`src/rtl/cmp_result_collector.sv`:
```
// cmp_result_collector
// Collects statistics on a stream of comparator gr/ls/eq flags over a
// programmable window of valid samples, then holds the report until it is
// accepted through a valid/ready handshake.
//
// Ports:
//   clk, rst        rising-edge clock, synchronous active-high reset
//   start           begin a window (sampled in IDLE only)
//   window_len      number of valid samples per window, latched on start
//   in_valid        gr/ls/eq carry a sample this cycle
//   gr, ls, eq      comparator flags
//   busy            high while collecting or reporting
//   report_valid    report fields valid, held until report_ready
//   report_ready    downstream accepts the report
//   cnt_gr/ls/eq    counts of legal one-hot samples per outcome
//   cnt_err         count of samples that were not exactly one-hot
//   max_eq_run      longest run of consecutive valid eq samples
module cmp_result_collector #(
  parameter int unsigned CW = 8
) (
  input  logic          clk,
  input  logic          rst,
  input  logic          start,
  input  logic [CW-1:0] window_len,
  input  logic          in_valid,
  input  logic          gr,
  input  logic          ls,
  input  logic          eq,
  output logic          busy,
  output logic          report_valid,
  input  logic          report_ready,
  output logic [CW-1:0] cnt_gr,
  output logic [CW-1:0] cnt_ls,
  output logic [CW-1:0] cnt_eq,
  output logic [CW-1:0] cnt_err,
  output logic [CW-1:0] max_eq_run
);

  typedef enum logic [1:0] {
    S_IDLE    = 2'd0,
    S_COLLECT = 2'd1,
    S_REPORT  = 2'd2
  } state_e;

  state_e        state_q, state_d;
  logic          busy_q, busy_d;
  logic          report_valid_q, report_valid_d;
  logic [CW-1:0] cnt_gr_q, cnt_gr_d;
  logic [CW-1:0] cnt_ls_q, cnt_ls_d;
  logic [CW-1:0] cnt_eq_q, cnt_eq_d;
  logic [CW-1:0] cnt_err_q, cnt_err_d;
  logic [CW-1:0] max_eq_run_q, max_eq_run_d;
  logic [CW-1:0] run_q, run_d;
  logic [CW-1:0] remaining_q, remaining_d;

  logic          start_acc_c;
  logic          sample_c;
  logic          last_c;
  logic          legal_c;
  logic [CW-1:0] run_inc_c;

  // Event decode shared by the FSM and datapath
  always_comb begin
    start_acc_c = (state_q == S_IDLE) && start && (window_len != '0);
    sample_c    = (state_q == S_COLLECT) && in_valid;
    last_c      = sample_c && (remaining_q == CW'(1));
    run_inc_c   = run_q + CW'(1);
    legal_c     = 1'b0;
    case ({gr, ls, eq})
      3'b100, 3'b010, 3'b001: legal_c = 1'b1;
      default:                legal_c = 1'b0;
    endcase
  end

  // State register
  always_ff @(posedge clk) begin
    if (rst) begin
      state_q <= S_IDLE;
    end else begin
      state_q <= state_d;
    end
  end

  // Next-state logic
  always_comb begin
    state_d = state_q;
    case (state_q)
      S_IDLE: begin
        if (start_acc_c) state_d = S_COLLECT;
      end
      S_COLLECT: begin
        if (last_c) state_d = S_REPORT;
      end
      S_REPORT: begin
        // report_valid is high throughout REPORT, so ready alone completes it
        if (report_ready) state_d = S_IDLE;
      end
      default: state_d = S_IDLE;
    endcase
  end

  // Status outputs, registered from the next state so they track state_q
  always_comb begin
    busy_d         = 1'b0;
    report_valid_d = 1'b0;
    case (state_d)
      S_COLLECT: busy_d = 1'b1;
      S_REPORT: begin
        busy_d         = 1'b1;
        report_valid_d = 1'b1;
      end
      default: begin
        busy_d         = 1'b0;
        report_valid_d = 1'b0;
      end
    endcase
  end

  // Counter / run-length datapath
  always_comb begin
    cnt_gr_d     = cnt_gr_q;
    cnt_ls_d     = cnt_ls_q;
    cnt_eq_d     = cnt_eq_q;
    cnt_err_d    = cnt_err_q;
    max_eq_run_d = max_eq_run_q;
    run_d        = run_q;
    remaining_d  = remaining_q;

    if (start_acc_c) begin
      cnt_gr_d     = '0;
      cnt_ls_d     = '0;
      cnt_eq_d     = '0;
      cnt_err_d    = '0;
      max_eq_run_d = '0;
      run_d        = '0;
      remaining_d  = window_len;
    end else if (sample_c) begin
      remaining_d = remaining_q - CW'(1);
      if (legal_c && eq) begin
        cnt_eq_d = cnt_eq_q + CW'(1);
        run_d    = run_inc_c;
        if (run_inc_c > max_eq_run_q) max_eq_run_d = run_inc_c;
      end else begin
        // Any non-eq valid sample, legal or not, breaks the eq run
        run_d = '0;
        if (!legal_c)  cnt_err_d = cnt_err_q + CW'(1);
        else if (gr)   cnt_gr_d  = cnt_gr_q + CW'(1);
        else           cnt_ls_d  = cnt_ls_q + CW'(1);
      end
    end
  end

  // Datapath and status registers
  always_ff @(posedge clk) begin
    if (rst) begin
      busy_q         <= 1'b0;
      report_valid_q <= 1'b0;
      cnt_gr_q       <= '0;
      cnt_ls_q       <= '0;
      cnt_eq_q       <= '0;
      cnt_err_q      <= '0;
      max_eq_run_q   <= '0;
      run_q          <= '0;
      remaining_q    <= '0;
    end else begin
      busy_q         <= busy_d;
      report_valid_q <= report_valid_d;
      cnt_gr_q       <= cnt_gr_d;
      cnt_ls_q       <= cnt_ls_d;
      cnt_eq_q       <= cnt_eq_d;
      cnt_err_q      <= cnt_err_d;
      max_eq_run_q   <= max_eq_run_d;
      run_q          <= run_d;
      remaining_q    <= remaining_d;
    end
  end

  assign busy         = busy_q;
  assign report_valid = report_valid_q;
  assign cnt_gr       = cnt_gr_q;
  assign cnt_ls       = cnt_ls_q;
  assign cnt_eq       = cnt_eq_q;
  assign cnt_err      = cnt_err_q;
  assign max_eq_run   = max_eq_run_q;

endmodule

```
`config.mk`:
```
export PLATFORM = sky130hd
export DESIGN_NAME = cmp_result_collector
export DESIGN_NICKNAME = d
export VERILOG_FILES = /design/src/rtl/cmp_result_collector.sv
export SDC_FILE = /design/constraint.sdc
export NUM_CORES = 1
export LEC_CHECK = 0
export ABC_AREA = 1
export CAP_MARGIN = 20
export CORE_ASPECT_RATIO = 0.75
export CORE_MARGIN = 3
export CORE_UTILIZATION = 35
export DETAILED_ROUTE_END_ITERATION = 10
export SETUP_SLACK_MARGIN = 0.3
export SLEW_MARGIN = 20
export SYNTH_ARGS = -nofsm -noshare
export SYNTH_HDL_FRONTEND = slang
export SYNTH_SLANG_ARGS = --single-unit
```
`constraint.sdc`:
```
create_clock -name clk -period 1.88 [get_ports clk]
set_input_delay 0.282 -clock clk [delete_from_list [all_inputs] [get_ports clk]]
set_output_delay 0.282 -clock clk [all_outputs]
set_load 0.02 [all_outputs]
```
Yosys cells after proc, flatten, opt, wreduce, memory -nomap -nowiden:

Cells that the tools add are included.

* register bits after elaboration: 60
* word-level logic and storage cells: 54
* input bits: 16
* output and inout bits: 42

* equal/unequal tests: 8
* reductions and logical operators: 16
* order comparisons: 1
* bitwise logic cells: 3
* mux-type cells: 10
* $add $sub $neg: 6

Operator list (number)
* adder 8 x 1 -> 8 bit (second input constant): 5
* two-way mux 8 bit: 3
* equality test 8 x 1 -> 1 bit (second input constant): 1
* greater-than comparator 8 bit: 1
* AND reduction 4 bit: 2
* nonzero test 8 bit: 1
* subtractor 8 x 1 -> 8 bit (second input constant): 1
* two-way mux 2 bit: 3
* case mux 2 bit (3 select lines): 1
* AND reduction 3 bit: 2
* logical AND 1 bit: 5
* equality test 2 x 1 -> 1 bit (second input constant): 2
* equality test 2 bit (second input constant): 2
* OR reduction 2 bit: 2
* equality test 3 x 1 -> 1 bit (second input constant): 1
* equality test 3 x 2 -> 1 bit (second input constant): 1
* equality test 3 bit (second input constant): 1
* two-way mux 1 bit: 3
* NOT 1 bit: 3
* OR reduction 3 bit: 1
* zero test 2 bit: 1
* AND reduction 2 bit: 1
* nonzero test 2 bit: 1

Logic depth before layout (Yosys ltp):

* depth after elaboration: 8
* gate-level depth with buffers: 17

Worst setup path after synthesis:

No wires, ideal clock.

* kind: flip-flop to flip-flop
* start: reg run_q[0]
* end: reg max_eq_run_q[3], in the netlist max_eq_run[3]
* required time: 1.767 ns
* library setup time: 0.113 ns
* arrival time: 1.936 ns
* slack: -0.169 ns
* stages on the path, launching flop included: 15
* period minus slack after synthesis: 2.049 ns
* buffers on the path: 0
* cells stage by stage: dfxtp_1 -> ha_1 -> nand3_1 -> nor2_1 -> nand3_1 -> nand2_1 -> inv_1 -> ha_1 -> nand2_1 -> nor2_1 -> nand2_1 -> nand2_1 -> nand2_4 -> nor2_1 -> nor2_1

* word-level cells in the longest chain between the ends: 3

RTL lines
* from (decl): line 53 `logic [CW-1:0] run_q, run_d;`
* from (signal assigned): line 173 `run_q <= run_d;`
* adder 8 x 1 -> 8 bit: line 67 `run_inc_c = run_q + CW'(1);`
* via run_inc_c[6]: line 60 `logic [CW-1:0] run_inc_c;`
* greater-than comparator 8 bit: line 142 `if (run_inc_c > max_eq_run_q) max_eq_run_d = run_inc_c;`
* AND reduction 3 bit (no source line)
* to (signal assigned): line 172 `max_eq_run_q <= max_eq_run_d;`
* to (decl): line 52 `logic [CW-1:0] max_eq_run_q, max_eq_run_d;`

The timed path passes the listed nets, and every way through them passes these cells.
A chain may end at the register's enable or synchronous reset.

Final worst setup path:

* start: reg run_q[1]
* end: reg max_eq_run_q[5], in the netlist max_eq_run[5]

Same word-level chain as after synthesis.

==> results.cfg <==
[die]
die-area_sq_um = 10700
ios = 58
dieHeight_microns = 90.5
core_area_sq_um = 9160
die_x_microns = 119
rows = 30
initial_core_util = 0.364

[setup_path]
startpoint_type = register
required_ns = 2.11
end_kind = register
crit_buf_inv = 2
path_cells = ha_4 -> nand3_4 -> nor2_4 -> nand3_2 -> nand2_2 -> inv_2 -> ha_4 -> nand2_4 -> nor2_4 -> nand2_1 -> nand2_2 -> clkinv_4 -> nand2_8 -> nand2_2 -> nand2_2 -> nor2_1
cp_max_fo = 8
crit_top_cell = nand2_2
crit_family = simple AND/OR/NAND/NOR gates
cpPeakStageDelay_ns = 0.37
critical-path-slowest-cell = dfxtp_4
worstPathArrival_ns = 2.16
crit_type = register to register

[worst_hold_path]
hp-class = register to register

[placement]
hpwlAfterDp_mm = 5.77
io_buffers = 57
gp_congestion = 0.840
place_inst = 679

[timing]
tns_ns = -0.321
rsz0062_at_grt = true
fin_crit_ns = 1.94
setup_violations = 8
fin_worst_skew_ns = 0.00479
finalMaxSlewViolations = 0
fin_worst_hold_slack_ns = 0.489
finalWorstSetupSlack_ns = -0.0558
slew_headroom = 0.766
worst_pin_slew_ns = 0.349
fin_crit_sh = 1.03
max_freq_ghz = 0.517
hold_viol = 0

[route]
wl_met1_mm = 3.98
via_per_inst = 4.58
vias = 3214
route.met2.wl_mm = 3.51
wl_mm = 8.02
highest_layer = met4
final_antenna_net_count = 0
drc_errors = 0
drtIter0Drc = 130
wl_per_cell_microns = 11.4
dr.pass1.iters = 4
dr_wl_met3_microns = 432

[run_status]
outcome = complete, but fails checks
violations = setup timing

[final_layout]
finalCoreUtilization = 0.515
n_antenna_cell = 0
seq_area_sq_um = 1220
mostFrequentLayoutCell = nand2_1
synthToLayoutAreaGrowth_pct = 41.6
final_cells = 702
multi_input_area_sq_um = 2010
finalNetCount = 601
final_cell_mix = nand2_1 (110), nor2_1 (63), inv_1 (54), dfxtp_1 (54), dlygate4sd2_1 (36)
fillers = 932
drive_gt1_frac = 0.195

[clock_tree]
htreeDepth = 3
clock-root-buffer = clkbuf_16
path_clk_slew_ns = 0.05
cts_tree = yes
clock_sinks = 60
clk_path_buf_depth = 2
cts_inserted_buffers = 9
clk_latency_ns = 0.33

[grt]
antenna_found_initial = 0
overflow = 0
grt_pass1_vias = 3037
grt_max_degree = 19
grt_pass1_wl_mm = 13.9
track_usage = 0.158

[run]
maxCapViolCount = 0

[synthesis]
ys_seq_area_frac = 0.360
synthDistinctLibCells = 35
async_reset_ff_frac = 0
ys_ff_latch = 60
netlist_area_sq_um = 3330
syn_nets = 509
synth_ff_type = dfxtp_1
synth_edf_count = 0
synth_area_per_cell_sq_um = 6.99
ys.warnings.count = 0
postSynthCellCount = 477

[power]
powerDensity_nw_per_um2 = 673
p_leak_nw = 2.16
ir_worst_vdd_v = 0.000399
## per-layer routing
metal,global-route usage,up-vias
met3,0.0601,6
met5,0,-
met1,0.209,1432
met2,0.239,68
li1,-,1708
met4,0.0501,0
## synth_stat cells (2+ instances only)
cell	count	area share
ha_1	16	0.060
nand3_1	29	0.044
buf_2	3	0.0045
a21oi_1	30	0.045
nand4_1	4	0.0075
o21ai_0	10	0.015
a22oi_1	4	0.0090
nand2_2	2	0.0038
buf_6	4	0.014
dfxtp_1	60	0.36
nand3_2	3	0.0090
nand3b_1	4	0.0090
nand2_1	118	0.13
xor2_1	9	0.024
inv_1	55	0.062
nor3b_1	2	0.0045
inv_2	7	0.0079
and2_1	2	0.0038
nor2_4	4	0.014
nor3_1	13	0.020
nor2_1	69	0.078
xnor2_1	7	0.018
a21oi_2	10	0.026
## final cells by class
type | instances | area share
timing repair inverter | 1 | 0.00106
inverter | 63 | 0.0522
sequential | 60 | 0.258
clock buffer | 15 | 0.0588
timing repair buffer | 88 | 0.169
multi-input combinational | 346 | 0.426
clock inverter | 1 | 0.00106
tap | 128 | 0.0339
## registers in the layout, indices dropped and copies added (netlist names), 2 cells and up
register and cells:
cnt_ls 8, run_q 8, max_eq_run 8, state_q 2
cnt_gr 8, remaining_q 8, cnt_eq 8, cnt_err 8
## repair_timing
item                       in CTS  in global routing
setup buffers                   2                  3
pin swaps                      12                 14
hold endpoints to repair        0                  0
resized for setup              53                 24
setup endpoints to repair      44                 26
cloned                          2                  0
hold buffers                    0                  0
## stage by stage
stage | cell area [sq um] | total power [mW] | setup slack (ns)
global placement | 4260 | 1.62 | -0.0602
global route | 4720 | 3.32 | -0.207
floorplan | 3390 | 1.53 | 0.0196
finish | 4720 | 3.18 | -0.0558
detailed placement | 4260 | 1.62 | -0.137
CTS | 4600 | 3.21 | -0.0398
## worst min-delay path, cell delays in order (launching register included)
cell     delay [ns]
dfxtp_1        0.32
a21oi_1        0.07
nor2_1         0.06
## where the power goes
group	leakage, nW	internal, mW	switching (mW)
Sequential	0.489	1.29	0.0198
Clock	0.140	0.998	0.570
Combinational	1.54	0.123	0.176
Total	2.16	2.41	0.765
## worst paths after layout
path	cells past startpoint	start	slack (ns)	to
worst max register to register	16	run_q[1]$_SDFFE_PP0P_	-0.06	max_eq_run[5]$_SDFFE_PP0P_
worst max-delay path	16	run_q[1]$_SDFFE_PP0P_	-0.06	max_eq_run[5]$_SDFFE_PP0P_
worst min-delay path	2	remaining_q[1]$_SDFFE_PP0P_	0.49	remaining_q[1]$_SDFFE_PP0P_
worst min register to register	2	remaining_q[1]$_SDFFE_PP0P_	0.49	remaining_q[1]$_SDFFE_PP0P_
## logic make-up after synthesis
family / Yosys count / share of synthesized area
buf+inv: 72 / 0.0927
compound gates: 57 / 0.102
xor+xnor: 16 / 0.0420
simple gates: 256 / 0.343
fa+ha+maj: 16 / 0.0601
flops: 60 / 0.360
(Power assumes the default switching activity.)
==> RTL edit (same settings) <==
Change the parameter `CW` from 8 to 9.
--- a/src/rtl/cmp_result_collector.sv
+++ b/src/rtl/cmp_result_collector.sv
@@ -16,7 +16,7 @@
 //   cnt_err         count of samples that were not exactly one-hot
 //   max_eq_run      longest run of consecutive valid eq samples
 module cmp_result_collector #(
-  parameter int unsigned CW = 8
+  parameter int unsigned CW = 9
 ) (
   input  logic          clk,
   input  logic          rst,
Ports: changed (6 resized); port bits go from 58 to 64. No check against the original RTL was run, so the function may have changed too.
==> RTL edit against the original RTL <==
- the flow still finishes with violations (negative setup slack)
- via count is 24% higher
- power up 15%
- routed wire length rose by 25%
- worst setup slack worse by 0.20 ns
- sequential share of layout area fell by 0.99 points
- sequential cell count up 7
- area after synthesis rose by 18%
- cell area increased by 16%
- highest routed layer unchanged
==> RTL edit: results (changes against the original RTL) <==
Status - finished with violations (unchanged)
Violations in the final reports - negative setup slack (unchanged)
Vias per inst - 4.75 (was 4.58)
GRT Util Overall - 0.161 (was 0.158)
Port bufs - 63 (was 57)
1st-iter DRT viols - 171 (was 130)
Top cells by area, synth - dfxtp_1, nand2_1, inv_1, nand3_1, a21oi_1 (was dfxtp_1, nand2_1, nor2_1, inv_1, ha_1)
First-pass GRT wire length - 16,700 um (was 13,900 um)
Static leakage - 2.44 nW (was 2.16 nW)
Drt total wl - 10,000 um (was 8020 um)
Final-report setup violation count - 9 (was 8)
Clock Path Buffers - 2 (unchanged)
Worst min path class - flip-flop to flip-flop (unchanged)
HPWL after DPL - 7340 um (was 5770 um)
Final net count - 732 (was 601)
Placed insts - 818 (was 679)
DRT Pass-1 Iters - 5 (was 4)
H-Tree Depth - 3 (unchanged)
Layout cell share with drive strength beyond 1 - 0.178 (was 0.195)
CP max FO - 5 (was 8)
CTS Buf Count - 9 (unchanged)
Worst-path cell with the longest stage delay - dfxtp_4 (unchanged)
Syn Area/Cell - 6.60 um^2 (was 6.99 um^2)
CTS root buffer - clkbuf_16 (unchanged)
Worst-margin pin slew - 0.328 ns (was 0.349 ns)
Synth async-reset ratio - 0 (unchanged)
Diode count - 0 (unchanged)
Final WS setup - -0.255 ns (was -0.0558 ns)
Post-synth top flop - dfxtp_1 (unchanged)
TNS Setup - -2.03 ns (was -0.321 ns)
Synthesized Nets - 629 (was 509)
Clock latency on the worst-skew pair - 0.33 ns (about the same)
Initial antenna violation count - 0 (unchanged)
Post-synthesis cell type count - 38 (was 35)
Max VDD drop - 0.495 mV (was 0.399 mV)
Synth cell count leaders - nand2_1, inv_1, dfxtp_1, nor2_1, nand3_1 (was nand2_1, nor2_1, dfxtp_1, inv_1, a21oi_1)
Synthesis Warnings - 0 (unchanged)
Number of global-route vias before repair - 3,609 (was 3,037)
Fillcell total - 1,025 (was 932)
Post-route non-filler standard cell count - 839 (was 702)
Seq/Total Area, Yosys - 0.342 (was 0.360)
Final Skew - 0.00574 ns (was 0.00479 ns)
Largest net degree at the start of global routing - 21 (was 19)
CTS clk-pin slew, worst paths - 0.05 ns (about the same)
Max incr delay on CP - 0.37 ns (about the same)
Gpl congestion - 0.847 (was 0.840)
Worst EP arrival - 2.35 ns (was 2.16 ns)
RTL edit: changes by cell type after synthesis, moves of 7 or more:
cell,delta
nand3_1,+29
a21oi_2,-7
nor2_1,-8
a21oi_1,+20
dfxtp_1,+7
inv_1,+24
nand2_1,+48
RTL edit: logic make-up after synthesis:
kind of cell               synth area share
adders and majority gates            0.0542
buffers and inverters                 0.112
DFF                                   0.342
and+or+nand+nor                       0.372
xor gates and xnor gates             0.0223
AOI/OAI and AO/OA                    0.0978
RTL edit: through the flow:
| step | setup WS, ns | utilization | hold WS [ns] | instance area [um^2] |
|---|---|---|---|---|
| 6_report | -0.255 | 0.515 | 0.490 | 5460 |
| 3_5_place_dp | -0.219 | 0.467 | 0.490 | 4950 |
| 5_1_grt | -0.377 | 0.515 | 0.520 | 5460 |
| 3_3_place_gp | -0.185 | 0.467 | 0.485 | 4950 |
| 4_1_cts | -0.191 | 0.507 | 0.497 | 5380 |
| 2_1_floorplan | -0.0701 | - | 0.458 | 3980 |
RTL edit: path summary, 6_finish.rpt:
check,from,endpoint,slack [ns],cells after the start
hold reg to reg,cnt_ls[8]$_SDFFE_PP0P_,cnt_ls[8]$_SDFFE_PP0P_,0.49,2
setup / recovery,run_q[0]$_SDFFE_PP0P_,max_eq_run[1]$_SDFFE_PP0P_,-0.25,14
hold / removal,cnt_ls[8]$_SDFFE_PP0P_,cnt_ls[8]$_SDFFE_PP0P_,0.49,2
setup reg to reg,run_q[0]$_SDFFE_PP0P_,max_eq_run[1]$_SDFFE_PP0P_,-0.25,14
RTL edit: report_power, final:
part	leakage (nW)	total, mW	internal (mW)	switching [mW]
logic	1.73	0.353	0.136	0.217
clock network	0.163	1.85	1.23	0.614
registers	0.545	1.46	1.44	0.0204
RTL edit: critical path, delay by kind of cell, from the launching register on:
kind / cells / cell delay [ns]
buf+inv: 2 / 0.14
simple gates: 10 / 1.10
fa+ha+maj: 2 / 0.42
flops: 1 / 0.37
RTL edit: timing repair:
item / in CTS / in global routing
buffers inserted: 2 / 1
endpoints found under the setup margin: 53 / 27
hold endpoints to repair: 0 / 0
pin swaps: 12 / 10
resized for setup: 69 / 22
cloned: 2 / 0
RTL edit: final cells by class:
type | instances | area (um^2) | share of cell area
Tap cell | 136 | 170 | 0.0312
Multi-Input combinational cell | 427 | 2370 | 0.435
Clock buffer | 12 | 256 | 0.0470
Timing Repair Buffer | 105 | 893 | 0.164
Sequential cell | 67 | 1350 | 0.248
Inverter | 88 | 340 | 0.0623
Clock inverter | 4 | 71.3 | 0.0131
RTL edit: layer usage:
layer	part of all wire	wire length, um	global-route usage	up-vias
met1	0.50	5050	0.225	1785
met4	0.014	138	0.0432	0
met5	0	0	0	-
li1	-	-	-	2112
met3	0.047	473	0.0481	13
met2	0.43	4360	0.240	79
